File: config.mk
export PLATFORM = sky130hd
export DESIGN_NAME = husky_requester
export DESIGN_NICKNAME = d
export VERILOG_FILES = /design/src/rtl/husky_requester.sv
export SDC_FILE = /design/constraint.sdc
export NUM_CORES = 1
export LEC_CHECK = 0
export CAP_MARGIN = 0
export CORE_MARGIN = 2
export CORE_UTILIZATION = 55
export DETAILED_ROUTE_END_ITERATION = 8
export GPL_TIMING_DRIVEN = 0
export PLACE_DENSITY = 0.78
export SYNTH_ARGS = -nofsm -noshare
export SYNTH_HDL_FRONTEND = slang
export SYNTH_SLANG_ARGS = --single-unit
File: constraint.sdc
create_clock -name clk -period 5.8 [get_ports clk]
set_input_delay 0.58 -clock clk [delete_from_list [all_inputs] [get_ports clk]]
set_output_delay 0.58 -clock clk [all_outputs]
set_load 0.005 [all_outputs]
File: src/rtl/husky_requester.sv
// HuskyLens request-frame builder and 8N1 UART serialiser.
// Frame: 55 AA 11 len cmd payload[0..len-1] checksum.
module husky_requester #(
    parameter int CLKS_PER_BIT = 10417,
    parameter int MAX_LEN      = 4
) (
    input  logic        clk,
    input  logic        rst,
    input  logic        req_start,
    input  logic [7:0]  req_cmd,
    input  logic [2:0]  req_len,
    input  logic [31:0] req_data,
    output logic        req_busy,
    output logic        req_done,
    output logic        tx_husky
);

    localparam int CW = (CLKS_PER_BIT > 1) ? $clog2(CLKS_PER_BIT) : 1;
    localparam logic [CW-1:0] CNT_MAX = CW'(CLKS_PER_BIT - 1);
    localparam logic [2:0] LEN_MAX = 3'(MAX_LEN);

    typedef enum logic [2:0] {
        S_IDLE,
        S_LOAD,
        S_START,
        S_DATA,
        S_STOP,
        S_DONE
    } state_t;

    state_t        state_q, state_d;
    logic [CW-1:0] cnt_q, cnt_d;
    logic [2:0]    bit_q, bit_d;
    logic [3:0]    idx_q, idx_d;
    logic [7:0]    sh_q, sh_d;
    logic [7:0]    sum_q, sum_d;
    logic [7:0]    cmd_q, cmd_d;
    logic [2:0]    len_q, len_d;
    logic [31:0]   data_q, data_d;
    logic          tx_q, tx_d;

    logic [3:0]    last_idx;
    logic          cnt_end;
    logic [7:0]    cur_byte;

    assign last_idx = 4'd5 + {1'b0, len_q};
    assign cnt_end  = (cnt_q == CNT_MAX);

    // Byte at the current frame index; the last index carries the checksum.
    always_comb begin
        cur_byte = 8'h00;
        if (idx_q == last_idx) begin
            cur_byte = sum_q;
        end else begin
            case (idx_q)
                4'd0:    cur_byte = 8'h55;
                4'd1:    cur_byte = 8'hAA;
                4'd2:    cur_byte = 8'h11;
                4'd3:    cur_byte = {5'b0, len_q};
                4'd4:    cur_byte = cmd_q;
                4'd5:    cur_byte = data_q[7:0];
                4'd6:    cur_byte = data_q[15:8];
                4'd7:    cur_byte = data_q[23:16];
                4'd8:    cur_byte = data_q[31:24];
                default: cur_byte = 8'h00;
            endcase
        end
    end

    always_comb begin
        state_d = state_q;
        cnt_d   = cnt_q;
        bit_d   = bit_q;
        idx_d   = idx_q;
        sh_d    = sh_q;
        sum_d   = sum_q;
        cmd_d   = cmd_q;
        len_d   = len_q;
        data_d  = data_q;
        tx_d    = 1'b1;
        unique case (state_q)
            S_IDLE: begin
                if (req_start) begin
                    cmd_d   = req_cmd;
                    len_d   = (req_len > LEN_MAX) ? LEN_MAX : req_len;
                    data_d  = req_data;
                    sum_d   = 8'h00;
                    idx_d   = 4'd0;
                    cnt_d   = '0;
                    bit_d   = 3'd0;
                    state_d = S_LOAD;
                end
            end
            S_LOAD: begin
                sh_d = cur_byte;
                if (idx_q != last_idx) begin
                    sum_d = sum_q + cur_byte;
                end
                cnt_d   = '0;
                state_d = S_START;
            end
            S_START: begin
                tx_d = 1'b0;
                if (cnt_end) begin
                    cnt_d   = '0;
                    bit_d   = 3'd0;
                    state_d = S_DATA;
                end else begin
                    cnt_d = cnt_q + 1'b1;
                end
            end
            S_DATA: begin
                tx_d = sh_q[bit_q];
                if (cnt_end) begin
                    cnt_d = '0;
                    if (bit_q == 3'd7) begin
                        state_d = S_STOP;
                    end else begin
                        bit_d = bit_q + 3'd1;
                    end
                end else begin
                    cnt_d = cnt_q + 1'b1;
                end
            end
            S_STOP: begin
                if (cnt_end) begin
                    cnt_d = '0;
                    if (idx_q == last_idx) begin
                        state_d = S_DONE;
                    end else begin
                        idx_d   = idx_q + 4'd1;
                        state_d = S_LOAD;
                    end
                end else begin
                    cnt_d = cnt_q + 1'b1;
                end
            end
            S_DONE: begin
                state_d = S_IDLE;
            end
            default: begin
                state_d = S_IDLE;
            end
        endcase
    end

    always_ff @(posedge clk) begin
        if (rst) begin
            state_q <= S_IDLE;
            cnt_q   <= '0;
            bit_q   <= 3'd0;
            idx_q   <= 4'd0;
            sh_q    <= 8'h00;
            sum_q   <= 8'h00;
            cmd_q   <= 8'h00;
            len_q   <= 3'd0;
            data_q  <= 32'h0;
            tx_q    <= 1'b1;
        end else begin
            state_q <= state_d;
            cnt_q   <= cnt_d;
            bit_q   <= bit_d;
            idx_q   <= idx_d;
            sh_q    <= sh_d;
            sum_q   <= sum_d;
            cmd_q   <= cmd_d;
            len_q   <= len_d;
            data_q  <= data_d;
            tx_q    <= tx_d;
        end
    end

    assign req_busy = (state_q == S_LOAD) || (state_q == S_START) ||
                      (state_q == S_DATA) || (state_q == S_STOP);
    assign req_done = (state_q == S_DONE);
    assign tx_husky = tx_q;

endmodule

; After elaboration in Yosys (flattened, before gate mapping)
; Cells that the tools add are included.
[totals]
elab_cells = 86
output_inout_bits = 3
input_bits = 46
register_bits = 84
[op_classes]
muxes = 28
magnitude_cmp = 2
n_eq_ne = 25
reduce_logical = 16
addsub = 5
[ops]
columns = op, count
row1 = $pmux 8 s9, 1
row2 = $pmux 14 s3, 1
row3 = $mux 3, 11
row4 = $mux 14, 2
row5 = $mux 8, 3
row6 = $eq 4x3->1 const B, 4
row7 = $ne 2x2->1 const B, 8
row8 = $pmux 8 s2, 1
row9 = $pmux 3 s5, 1
row10 = $add 14x1->14 const B, 1
row11 = $eq 14x14->1 const B, 1
row12 = $mux 4, 3
row13 = $reduce_and 5->1, 2
row14 = $eq 3x3->1 const B, 3
row15 = $pmux 3 s3, 1
row16 = $add 8x8->8, 1
row17 = $eq 4x2->1 const B, 2
row18 = $pmux 4 s2, 1
row19 = $eq 3x2->1 const B, 2
row20 = $reduce_bool 3->1, 2
row21 = $add 3x3->4 const A, 1
row22 = $add 4x1->4 const B, 1
row23 = $eq 4x1->1 const B, 1
row24 = $eq 4x4->1, 1
row25 = 17 further kinds, 21

; Depth between registers and ports, before layout
[depth]
depth_word = 6
mapped_depth = 17
ltp_nobuf = 16

; Least setup slack after synthesis
; OpenSTA, ideal clock, no wires.
[synth_timing]
path_type = register -> register
from = register idx_q[0]
to = register sum_q[7]
t_arrival_ns = 3.397
t_required_ns = 5.728
period_less_slack_ns = 3.468
stages_incl_launch_ff = 15
path_slack_ns = 2.332
setup_ns = 0.072
n_path_buf = 1
cell_sequence = dfxtp_1 -> inv_1 -> ha_1 -> clkbuf_1 -> o41ai_1 -> nor2_1 -> a22oi_1 -> inv_1 -> ha_1 -> a21oi_1 -> nand4b_1 -> and3_1 -> or4_1 -> mux2i_1 -> mux2i_1
[synth_via]
elab_chain_cells = 6
elab_cells_between_ends = 18
classes_between = add/sub: 1 / eq/ne: 11 / mux: 4 / reduce/logical: 2
[synth_rtl]
columns = element, line
row1 = start: declaration, 34  ; logic [3:0] idx_q, idx_d;
row2 = start signal: assignment, 163  ; idx_q <= idx_d;
row3 = "$eq 4x4->1, or another cell as far along", 55  ; case (idx_q)
row4 = $pmux 8 s9, 55
row5 = $mux 8 *, 52  ; if (idx_q == last_idx) begin
row6 = named net cur_byte[1], 44  ; logic [7:0] cur_byte;
row7 = $add 8x8->8 *, 97  ; sum_d = sum_q + cur_byte;
row8 = $mux 8 *, 96  ; if (idx_q != last_idx) begin
row9 = $pmux 8 s2 *, 81  ; unique case (state_q)
row10 = end signal: assignment, 165  ; sum_q <= sum_d;
row11 = end: declaration, 36  ; logic [7:0] sum_q, sum_d;
; Mark *: on every way through the listed nets, which the timed path passes. The rest lies on a longest branch. The select of a mux whose other input is x is not followed.
; A chain may end at the register's enable or synchronous reset.

; Worst setup path in the final report
; Ends and elaborated chain as after synthesis.

==> impl_metrics.csv <==
group,metric,value,unit
final_layout,n_fill_cell,703,
routing,vias,4126,
place,place_inst,692,
final_layout,drive_gt1_frac,0.0611,
grt,grtUsageTotal,0.257,
timing,relSlewSlack,0.564,
critical_path,worstPathRequired,6080,ps
critical_path,cp_slowest_cell,"dfxtp_1",
critical_path,crit_path_start_kind,"flop",
routing,dr_wl_met3,662,um
timing,fin_skew,10.5,ps
power,p_leak,0.00185,uW
final_layout,final_area,5120,sq um
timing,postLayoutSetupSlackWorst,1600,ps
power,clock_power_share,0.233,
power,pwr-share-comb,0.338,
routing,drt-met1-wl,4680,um
routing,post-route-drc-count,0,
logic_synthesis,syn_inst,542,
critical_path,crit_chain,"inv_1 > ha_1 > clkbuf_1 > a22o_1 > a221oi_1 > o22ai_1 > a22oi_1 > inv_1 > ha_1 > a21oi_1 > nand4b_1 > and3_1 > or4_1 > mux2i_1 > mux2i_1",
clocking,cts_tree,"yes",
clocking,postCtsHoldBufs,0,
final_layout,synthToLayoutAreaGrowth,18.4,%
logic_synthesis,ys_seq_elements,84,
die,coreArea,7690,sq um
timing,drv_slew,0,
critical_path,r2r_slack,1600,ps
place,dpl_worst_slack,1670,ps
logic_synthesis,synthFlopType,"dfxtp_1",
logic_synthesis,ys_warn_count,0,
clocking,ctsResizeCount,0,
logic_synthesis,syn_avg_cell_area,7.98,sq um
critical_path,max_stage_delay,480,ps
logic_synthesis,ys_types,58,
logic_synthesis,synth-seq-area-share,0.389,
routing,highest_layer,"met4",
timing,rsz0062_at_grt,"false",
flow_run,maxCapViolations,0,
grt,overflow,0,
logic_synthesis,synth_area,4320,sq um
clocking,cts-htree-levels,3,
grt,antenna_found_initial,0,
clocking,clk_pin_slew,80,ps
logic_synthesis,synth_edf_count,0,
die,die_w,92.7,um
die,fp.dieH,92.7,um
routing,wl_met2,5170,um
clocking,worstSkewPairLatency,360,ps
grt,grt_pass1_wl,17500,um
place,gp_congestion,0.887,
power,p_switching,626,uW
final_layout,nets,664,
logic_synthesis,synthArstFlopShare,0,
die,start_util,0.562,
routing,wl,10800,um
timing,min_period_over_period,0.724,
routing,wl_per_cell,15.2,um
clocking,clockBufferDepth,2,
timing,fin_setup_tns,0,ps
routing,vias_per_cell,5.83,
clocking,postCtsSetupBuffers,0,
power,power.internal,1120,uW
clocking,cts-buffers-inserted,9,
place,post_dp_cell_area,4930,sq um
routing,antenna_left,0,
die,std_cell_rows,32,
power,switching_share,0.359,
logic_synthesis,mappedNetlistNets,605,
timing,fin_crit,4200,ps
timing,max_freq,238,MHz
critical_path,end_kind,"flop",
timing,finalSetupViolCount,0,
power,seq_power_share,0.429,
die,ios,49,
final_layout,fin_cells,708,
clocking,clock-sinks,84,
grt,grt_pass1_vias,3804,
power,power.density,341,nW/um^2
critical_path,cp_max_fo,10,
critical_path,arrival,4480,ps
hold_path,hp-class,"flop to flop",
routing,drtIter0Drc,257,
clocking,clockRootBuffer,"clkbuf_8",
place,dp_hpwl,7930,um
critical_path,critical_path_class,"flop to flop",
timing,hold_violations,0,
run_status,status,"finished, final reports clean",
power,ir_drop,0.188,mV
die,dieArea,8580,sq um
grt,grt_start_max_net_pins,14,
place,numPortBuffers,48,
final_layout,n_antenna_cell,0,
final_layout,fin_util,0.666,
timing,tightest_slew,654,ps
routing,dr.pass1.iters,5,
worst max-delay path: cells and delay by family (launching register included):
family | cells | cell delay (ps)
buffers and inverters | 3 | 500
AO/OA/AOI/OAI | 5 | 1280
multiplexers | 2 | 380
flip-flops | 1 | 480
adder cells (fa/ha/maj) | 2 | 590
AND/OR/NAND/NOR | 3 | 900
cell families (layout without fill, tap and decap cells):
group	count (synthesis)	in the layout	synth area share
DFF	84	84	0.389
buffers and inverters	47	111	0.0437
muxes	8	8	0.0249
xor gates and xnor gates	20	20	0.0405
and+or+nand+nor	227	227	0.251
adders and majority gates	17	17	0.0509
AOI/OAI and AO/OA	139	139	0.200
layer usage:
layer,track usage,vias to the layer above
met5,0,-
met4,0.0821,0
met3,0.0521,23
met2,0.431,151
met1,0.332,1922
li1,-,2030
power groups by stage:
| stage | logic [uW] | clock network (uW) | registers, uW |
|---|---|---|---|
| final | 589 | 406 | 749 |
| after floorplan | 430 | 0 | 737 |
| after detailed placement | 583 | 0 | 759 |
| after CTS | 585 | 409 | 746 |
| after global routing | 660 | 432 | 760 |
| after global placement | 564 | 0 | 755 |
worst paths after layout:
check          endpoint  cells after the start        from
max            sum_q[7]                     15    idx_q[0]
min          data_q[13]                      2  data_q[13]
max reg2reg    sum_q[7]                     15    idx_q[0]
min reg2reg  data_q[13]                      2  data_q[13]
metrics by stage:
stage | total power, uW | hold WS (ps)
after detailed placement | 1340 | 451
after global placement | 1320 | 443
final | 1740 | 458
after CTS | 1740 | 462
after floorplan | 1170 | 432
after global routing | 1850 | 472
flip-flops by register name (all words and copies together), names as in the netlist:
| register | flops |
|---|---|
| sum_q | 8 |
| bit_q | 3 |
| idx_q | 4 |
| sh_q | 8 |
| data_q | 32 |
| len_q | 3 |
| cmd_q | 8 |
| tx_husky | 1 |
| cnt_q | 14 |
| state_q | 3 |
Yosys cell counts, types with 3 or more instances:
cell | number | area [sq um]
a211oi_1 | 3 | 22.5
a21o_1 | 3 | 22.5
a21oi_1 | 70 | 350
a221oi_1 | 6 | 52.6
a222oi_1 | 4 | 40.0
a22o_1 | 8 | 70.1
a22oi_1 | 3 | 22.5
a311oi_1 | 5 | 43.8
and3_1 | 6 | 37.5
buf_2 | 4 | 20.0
clkbuf_1 | 27 | 101
dfxtp_1 | 84 | 1680
ha_1 | 16 | 200
inv_1 | 13 | 48.8
mux2i_1 | 4 | 40.0
nand2_1 | 110 | 413
nand2b_1 | 3 | 18.8
nand3_1 | 13 | 65.1
nand3b_1 | 6 | 45.0
nand4_1 | 10 | 62.6
nor2_1 | 38 | 143
nor2_2 | 3 | 18.8
nor2b_1 | 6 | 37.5
nor3_1 | 10 | 50.1
o21a_1 | 5 | 37.5
o21ai_0 | 18 | 90.1
or2_2 | 4 | 25.0
or3_1 | 3 | 18.8
xnor2_1 | 11 | 96.3
xor2_1 | 9 | 78.8
cells in the final DEF, fill, tap and decap left out, types with 4 or more instances in the layout:
cell             instances
a21oi_1                 70
a221oi_1                 6
a222oi_1                 4
a22o_1                   8
a311oi_1                 5
and3_1                   6
buf_2                    4
clkbuf_1                30
clkbuf_8                 9
clkdlybuf4s50_1         48
dfxtp_1                 84
ha_1                    16
inv_1                   13
mux2i_1                  4
nand2_1                110
nand3_1                 13
nand3b_1                 6
nand4_1                 10
nor2_1                  38
nor2b_1                  6
nor3_1                  10
o21a_1                   5
o21ai_0                 18
or2_2                    4
xnor2_1                 11
xor2_1                   9
area by class of cell:
class / instances / area, sq um / share of cell area
multi-input combinational: 411 / 2450 / 0.479
sequential: 84 / 1680 / 0.329
timing repair buffer: 48 / 480 / 0.0939
buffer: 34 / 140 / 0.0274
clock buffer: 12 / 135 / 0.0264
tap: 102 / 128 / 0.0249
clock inverter: 4 / 50.0 / 0.00978
inverter: 13 / 48.8 / 0.00954
Power figures use the tool's default switching activity.
